**src/rtl/axi_burst_pkg.sv**
```systemverilog
// Shared AXI encodings and FSM state type for the CPU-side burst master.
package axi_burst_pkg;

  localparam logic [1:0] AXI_BURST_INCR = 2'b01;
  localparam logic [1:0] AXI_RESP_OKAY  = 2'b00;

  typedef enum logic [2:0] {
    IDLE = 3'd0,
    AR   = 3'd1,
    R    = 3'd2,
    AW_W = 3'd3,
    B    = 3'd4
  } state_t;

  // AXI AxSIZE encoding for a full-width beat of data_w bits.
  function automatic logic [2:0] axi_size(input int unsigned data_w);
    return 3'($clog2(data_w / 8));
  endfunction

endpackage

```
**src/rtl/axi_burst_master.sv**
```systemverilog
// CPU-side memory port to AXI4 master bridge: INCR read bursts of
// 1..2^LEN_W beats, single-beat strobed writes, one transaction in flight.
module axi_burst_master
  import axi_burst_pkg::*;
#(
  parameter int              ADDR_W    = 32,
  parameter int              DATA_W    = 32,
  parameter int              ID_W      = 4,
  parameter int              LEN_W     = 4,
  parameter logic [ID_W-1:0] MASTER_ID = {ID_W{1'b0}}
) (
  input  logic                ACLK,
  input  logic                ARESETn,
  // core side
  input  logic                core_req,
  input  logic                core_we,
  input  logic [ADDR_W-1:0]   core_addr,
  input  logic [LEN_W-1:0]    core_len,
  input  logic [DATA_W/8-1:0] core_wstrb,
  input  logic [DATA_W-1:0]   core_wdata,
  output logic [DATA_W-1:0]   core_rdata,
  output logic                core_rvalid,
  output logic                core_done,
  output logic                core_err,
  output logic                core_stall,
  // read address channel
  output logic [ID_W-1:0]     ARID,
  output logic [ADDR_W-1:0]   ARADDR,
  output logic [7:0]          ARLEN,
  output logic [2:0]          ARSIZE,
  output logic [1:0]          ARBURST,
  output logic                ARVALID,
  input  logic                ARREADY,
  // read data channel
  input  logic [ID_W-1:0]     RID,
  input  logic [DATA_W-1:0]   RDATA,
  input  logic [1:0]          RRESP,
  input  logic                RLAST,
  input  logic                RVALID,
  output logic                RREADY,
  // write address channel
  output logic [ID_W-1:0]     AWID,
  output logic [ADDR_W-1:0]   AWADDR,
  output logic [7:0]          AWLEN,
  output logic [2:0]          AWSIZE,
  output logic [1:0]          AWBURST,
  output logic                AWVALID,
  input  logic                AWREADY,
  // write data channel
  output logic [DATA_W-1:0]   WDATA,
  output logic [DATA_W/8-1:0] WSTRB,
  output logic                WLAST,
  output logic                WVALID,
  input  logic                WREADY,
  // write response channel
  input  logic [ID_W-1:0]     BID,
  input  logic [1:0]          BRESP,
  input  logic                BVALID,
  output logic                BREADY
);

  localparam int         STRB_W = DATA_W / 8;
  localparam logic [2:0] SIZE_C = axi_size(DATA_W);

  state_t state_r, next_state_s;

  logic [ADDR_W-1:0] addr_r;
  logic [LEN_W-1:0]  len_r;
  logic [STRB_W-1:0] wstrb_r;
  logic [DATA_W-1:0] wdata_r;
  logic [LEN_W:0]    beats_r;
  logic              err_acc_r;
  logic              aw_done_r;
  logic              w_done_r;
  logic [DATA_W-1:0] rdata_r;
  logic              rvalid_r;
  logic              done_r;
  logic              err_r;

  logic accept_s;
  logic r_hs_s;
  logic aw_hs_s;
  logic w_hs_s;
  logic b_hs_s;
  logic aw_fin_s;
  logic w_fin_s;
  logic rresp_bad_s;
  logic len_mismatch_s;
  logic unused_s;

  // IDs are not checked: only one transaction is ever outstanding.
  assign unused_s = ^{RID, BID, 1'b0};

  // No new request is taken in the completion cycle, so a core that keeps
  // core_req high through core_done is not accepted twice.
  assign accept_s       = (state_r == IDLE) & core_req & ~done_r;
  assign r_hs_s         = (state_r == R) & RVALID;
  assign aw_hs_s        = (state_r == AW_W) & ~aw_done_r & AWREADY;
  assign w_hs_s         = (state_r == AW_W) & ~w_done_r & WREADY;
  assign b_hs_s         = (state_r == B) & BVALID;
  assign aw_fin_s       = aw_done_r | aw_hs_s;
  assign w_fin_s        = w_done_r | w_hs_s;
  assign rresp_bad_s    = (RRESP != AXI_RESP_OKAY);
  // beats_r counts beats before the current one, so the last beat is
  // correct exactly when beats_r equals len.
  assign len_mismatch_s = (beats_r != {1'b0, len_r});

  assign ARID    = MASTER_ID;
  assign ARADDR  = addr_r;
  assign ARLEN   = 8'(len_r);
  assign ARSIZE  = SIZE_C;
  assign ARBURST = AXI_BURST_INCR;
  assign AWID    = MASTER_ID;
  assign AWADDR  = addr_r;
  assign AWLEN   = 8'd0;
  assign AWSIZE  = SIZE_C;
  assign AWBURST = AXI_BURST_INCR;
  assign WDATA   = wdata_r;
  assign WSTRB   = wstrb_r;
  assign WLAST   = 1'b1;

  assign core_rdata  = rdata_r;
  assign core_rvalid = rvalid_r;
  assign core_done   = done_r;
  assign core_err    = err_r;
  assign core_stall  = ~done_r & (core_req | (state_r != IDLE));

  // State register; reset abandons any transaction in flight.
  always_ff @(posedge ACLK or negedge ARESETn) begin
    if (!ARESETn) begin
      state_r <= IDLE;
    end else begin
      state_r <= next_state_s;
    end
  end

  // Next-state and channel VALID/READY decode from the current state.
  always_comb begin
    next_state_s = state_r;
    ARVALID      = 1'b0;
    RREADY       = 1'b0;
    AWVALID      = 1'b0;
    WVALID       = 1'b0;
    BREADY       = 1'b0;
    case (state_r)
      IDLE: begin
        if (accept_s) begin
          if (core_we) begin
            next_state_s = AW_W;
          end else begin
            next_state_s = AR;
          end
        end else begin
          next_state_s = IDLE;
        end
      end
      AR: begin
        ARVALID = 1'b1;
        if (ARREADY) begin
          next_state_s = R;
        end else begin
          next_state_s = AR;
        end
      end
      R: begin
        RREADY = 1'b1;
        if (RVALID && RLAST) begin
          next_state_s = IDLE;
        end else begin
          next_state_s = R;
        end
      end
      AW_W: begin
        AWVALID = ~aw_done_r;
        WVALID  = ~w_done_r;
        if (aw_fin_s && w_fin_s) begin
          next_state_s = B;
        end else begin
          next_state_s = AW_W;
        end
      end
      B: begin
        BREADY = 1'b1;
        if (BVALID) begin
          next_state_s = IDLE;
        end else begin
          next_state_s = B;
        end
      end
      default: begin
        next_state_s = IDLE;
      end
    endcase
  end

  // Request capture, beat/error bookkeeping and registered core outputs.
  always_ff @(posedge ACLK or negedge ARESETn) begin
    if (!ARESETn) begin
      addr_r    <= {ADDR_W{1'b0}};
      len_r     <= {LEN_W{1'b0}};
      wstrb_r   <= {STRB_W{1'b0}};
      wdata_r   <= {DATA_W{1'b0}};
      beats_r   <= {(LEN_W + 1){1'b0}};
      err_acc_r <= 1'b0;
      aw_done_r <= 1'b0;
      w_done_r  <= 1'b0;
      rdata_r   <= {DATA_W{1'b0}};
      rvalid_r  <= 1'b0;
      done_r    <= 1'b0;
      err_r     <= 1'b0;
    end else begin
      rvalid_r <= 1'b0;
      done_r   <= 1'b0;
      err_r    <= 1'b0;
      case (state_r)
        IDLE: begin
          if (accept_s) begin
            addr_r    <= core_addr;
            len_r     <= core_len;
            wstrb_r   <= core_wstrb;
            wdata_r   <= core_wdata;
            beats_r   <= {(LEN_W + 1){1'b0}};
            err_acc_r <= 1'b0;
            aw_done_r <= 1'b0;
            w_done_r  <= 1'b0;
          end
        end
        R: begin
          if (r_hs_s) begin
            rdata_r   <= RDATA;
            rvalid_r  <= 1'b1;
            beats_r   <= beats_r + (LEN_W + 1)'(1);
            err_acc_r <= err_acc_r | rresp_bad_s;
            if (RLAST) begin
              done_r <= 1'b1;
              err_r  <= err_acc_r | rresp_bad_s | len_mismatch_s;
            end
          end
        end
        AW_W: begin
          if (aw_hs_s) begin
            aw_done_r <= 1'b1;
          end
          if (w_hs_s) begin
            w_done_r <= 1'b1;
          end
        end
        B: begin
          if (b_hs_s) begin
            done_r <= 1'b1;
            err_r  <= (BRESP != AXI_RESP_OKAY);
          end
        end
        default: begin
          done_r <= 1'b0;
        end
      endcase
    end
  end

endmodule

```
**config.mk**
```make
export PLATFORM = sky130hd
export DESIGN_NAME = axi_burst_master
export DESIGN_NICKNAME = d
export VERILOG_FILES = /design/src/rtl/axi_burst_pkg.sv /design/src/rtl/axi_burst_master.sv
export SDC_FILE = /design/constraint.sdc
export NUM_CORES = 1
export LEC_CHECK = 0
export BUFFER_PORTS_ARGS = -buffer_cell sky130_fd_sc_hd__buf_2
export CAP_MARGIN = 20
export CORE_AREA = 2 2 117 119
export DETAILED_ROUTE_END_ITERATION = 10
export DIE_AREA = 0 0 119 121
export MAX_ROUTING_LAYER = met4
export PLACE_DENSITY = 0.76
export RECOVER_POWER = 25
export SYNTH_ARGS = -nofsm -noshare
export SYNTH_HDL_FRONTEND = slang
export SYNTH_SLANG_ARGS = --single-unit
export TNS_END_PERCENT = 5
```
**constraint.sdc**
```tcl
create_clock -name ACLK -period 1.9 [get_ports ACLK]
set_input_delay 0.38 -clock ACLK [delete_from_list [all_inputs] [get_ports ACLK]]
set_output_delay 0.38 -clock ACLK [all_outputs]
set_load 0.03 [all_outputs]
```
==> run summary <==
========================================================================================
Result of the run                                                           finished with violations
Violated checks                                                             max-capacitance violations, max-slew violations
Register clock-pin slew on the reported worst setup and hold paths               0.05 ns
Library cells used by synthesis                                                       39
Number of enable flip-flop cells after synthesis                                       0
Fraction of synthesis flops using an asynchronous set or reset pin                  1.00
Slowest CP cell                                                             sky130_fd_sc_hd__dfrtp_1
Startpoint types                                                                register
Longest Clk Path Bufs                                                                  2
Root Buffer Master                                                          sky130_fd_sc_hd__clkbuf_16
GRT Resource Usage Total                                                           0.175
Final design instance area without fill                                       6990 sq um
Hold Crit Class                                                                   in2reg
Critical Setup Path Class                                                        reg2out
Vias/cell                                                                           4.46
Maximum number of pins on one net before global-route repair                         119
Number of global-route vias before repair                                           3825
Leakage power                                                                 0.00379 uW
Worst Path Buf+Inv                                                                     2
Share of the cycle needed by the critical path after routing                       0.997
Placed cell areas                                                             6370 sq um
DRT Pass-1 Iters                                                                       4
Routability cong.                                                                  0.826
Max-Cap Viols                                                                          1
IR Drop Worst-Case VDD                                                           1.00 mV
Global-route wire length before repair                                           18.9 mm
Seq/Total Area, Yosys                                                              0.574
Warning count from the yosys run                                                       0
Number of buffers added on ports                                                     262
TritonCTS clock tree                                                                done
Final setup skew                                                              0.00449 ns
Antenna violations before repair                                                       1
Peak clock frequency supported by timing                                         528 MHz
Number of clock sinks                                                                118
Sum of overflow across all layers after global routing                                 0
Largest fanout of any net on the critical path                                        10
Category of the worst setup path capture point                              primary output
Number of endpoints with negative hold slack in the final report                       0
Residual DRC                                                                           0
Category of cells accounting for the largest share of critical-path delay   simple AND/OR/NAND/NOR gates
Clock latency reported for the late side of the worst-skew pair                  0.40 ns
Initial standard-cell utilization of the core                                      0.393
Global routing usage on met3                                                      0.0484
Number of nets still failing antenna checks after routing                              0
Final core occ                                                                     0.534
Critical Path AT                                                                 1.51 ns
Post-synthesis register bit count                                                    118
Slew at the pin closest to its max-slew limit                                    1.54 ns
Final Max Tran Viols                                                                 119
Number of top-level pins                                                             302
Total clock buffers created by CTS                                                    17
DRC violation total after the first TritonRoute iteration                             98
Pre-CTS WS                                                                      0.215 ns
Max-Slew Margin vs Limit                                                         -0.0289
Number of nets in the layout                                                         804
Level count of the clock H-tree                                                        4
Unrepaired setup endpoints after global routing                                     true
Post-Synthesis Cells                                                                 437
Standard-cell rows                                                                    42
Ordered cell list for the critical path                                     buf_4 > nand2_1 > or2_4 > nor2_2 > buf_6
GR Util met2                                                                       0.285
Share of final-layout standard cells stronger than drive strength 1                0.555
GR Util met1                                                                       0.203
Commonest non-fill, non-tap cell in the layout                              sky130_fd_sc_hd__buf_2
Cell Pwr Density                                                            2150 nW/um^2
Final WL                                                                         12.0 mm
Area Growth Syn to Fin                                                             35.9%
Tmin final                                                                       1.89 ns
Overall die height                                                                121 um
Worst endpoint required time                                                     1.52 ns
Routed length per placed instance                                                13.9 um
Detailed-route via count                                                            3866
Most utilized layer in the global route result                                      met2
Final WS setup                                                                0.00575 ns
DP HPWL                                                                          8.90 mm
Leading register cell type out of synthesis                                 sky130_fd_sc_hd__dfrtp_1
Crit path largest cell delay                                                     0.34 ns
Placeable core region                                                        13100 sq um
Synthesized cell area                                                         5150 sq um
Die outline width                                                                 119 um
Area of the die                                                              14400 sq um
Sum of internal, switching and leakage power                                    15000 uW
Number of failing setup endpoints in the final timing report                           0
Per-instance average area after synthesis                                     11.8 sq um
Commonest non-fill, non-tap cells in the layout                             257 x sky130_fd_sc_hd__buf_2, 118 x sky130_fd_sc_hd__dfrtp_1, 100 x sky130_fd_sc_hd__nand2_1
========================================================================================
==> repair_timing <==
item	CTS	global route
hold buffers	0	0
endpoints found under the setup margin	4	5
cloned	0	0
gates resized for setup	13	1
setup buffers	1	0
pin swaps	1	1
==> path summary, 6_finish.rpt <==
path | start | endpoint | slack (ns) | cells after the start
min | RDATA[28] | core_rdata[28]$_DFFE_PN0P_ | 0.16 | 3
max reg2reg | state_r[0]$_DFF_PN0_ | len_r[0]$_DFFE_PN0N_ | 0.18 | 5
min in group asynchronous | ARESETn | WDATA[31]$_DFFE_PN0N_ | 0.52 | 2
max | state_r[0]$_DFF_PN0_ | AWVALID | 0.006 | 5
min reg2reg | core_rdata[15]$_DFFE_PN0P_ | core_rdata[15]$_DFFE_PN0P_ | 0.46 | 2
max in group asynchronous | ARESETn | core_rdata[19]$_DFFE_PN0P_ | 0.44 | 2
==> through the flow <==
stage	instances	hold slack (ns)	TNS, ns
after floorplan	466	0.0844	0
after global placement	834	0.452	0
after detailed placement	834	0.458	0
after CTS	867	0.0925	-0.0708
after global routing	867	0.153	-0.152
final	867	0.163	0
==> metal layers <==
layer	routed length, um	vias to the layer above
met5	0	-
met4	292	0
met3	783	21
met2	6080	183
met1	4870	1829
li1	-	1833
==> power breakdown <==
group          switching [uW]  internal, uW
Combinational            4910          2520
Clock                    1060          2120
Sequential                701          3720
Total                    6670          8370
==> worst register-to-register path: stages, from the launching register on <==
cell	delay, ns
sky130_fd_sc_hd__dfrtp_1	0.37
sky130_fd_sc_hd__or3_4	0.41
sky130_fd_sc_hd__buf_4	0.17
sky130_fd_sc_hd__nor2_1	0.14
sky130_fd_sc_hd__buf_4	0.17
sky130_fd_sc_hd__mux2_2	0.34
==> cell type report <==
cell class                      instances  area [sq um]
Clock inverter                          9           125
Clock buffer                           23           468
Multi-Input combinational cell        259          1740
Timing Repair Buffer                  275          1470
Antenna cell                            1          2.50
Sequential cell                       118          2950
Inverter                                6          22.5
Fill cell                            1156          6090
Tap cell                              176           220
==> cells in the mapped netlist (2+ instances only) <==
| master | n | area (sq um) |
|---|---|---|
| sky130_fd_sc_hd__mux2i_1 | 2 | 20.0 |
| sky130_fd_sc_hd__clkbuf_1 | 6 | 22.5 |
| sky130_fd_sc_hd__o21ai_0 | 7 | 35.0 |
| sky130_fd_sc_hd__conb_1 | 2 | 7.51 |
| sky130_fd_sc_hd__nor2_1 | 10 | 37.5 |
| sky130_fd_sc_hd__buf_4 | 63 | 473 |
| sky130_fd_sc_hd__nor3b_1 | 2 | 15.0 |
| sky130_fd_sc_hd__mux2_2 | 63 | 709 |
| sky130_fd_sc_hd__dfrtp_1 | 118 | 2950 |
| sky130_fd_sc_hd__mux2_4 | 9 | 135 |
| sky130_fd_sc_hd__buf_1 | 4 | 15.0 |
| sky130_fd_sc_hd__or2_2 | 2 | 12.5 |
| sky130_fd_sc_hd__inv_1 | 6 | 22.5 |
| sky130_fd_sc_hd__xor2_1 | 4 | 35.0 |
| sky130_fd_sc_hd__nand2_1 | 100 | 375 |
| sky130_fd_sc_hd__and4b_1 | 2 | 20.0 |
| sky130_fd_sc_hd__buf_2 | 8 | 40.0 |
| sky130_fd_sc_hd__o221ai_1 | 2 | 17.5 |
| sky130_fd_sc_hd__or3_1 | 3 | 18.8 |
| sky130_fd_sc_hd__a21oi_1 | 4 | 20.0 |
| sky130_fd_sc_hd__buf_6 | 2 | 22.5 |
==> state kept, by name (all words and copies together), names as in the netlist <==
| signal | cells |
|---|---|
| ARADDR | 32 |
| WDATA | 32 |
| WSTRB | 4 |
| aw_done_r | 1 |
| beats_r | 5 |
| core_done | 1 |
| core_err | 1 |
| core_rdata | 32 |
| core_rvalid | 1 |
| err_acc_r | 1 |
| len_r | 4 |
| state_r | 3 |
| w_done_r | 1 |
==> cells by family after synthesis <==
group,count (synthesis),synth area share
fa+ha+maj,1,0.00243
xor+xnor,4,0.00681
buf+inv,89,0.116
mux,74,0.168
compound gates,20,0.0250
flops,118,0.574
other cells,2,0.00146
simple gates,129,0.107
No activity file was read; power rests on OpenSTA's default activity.
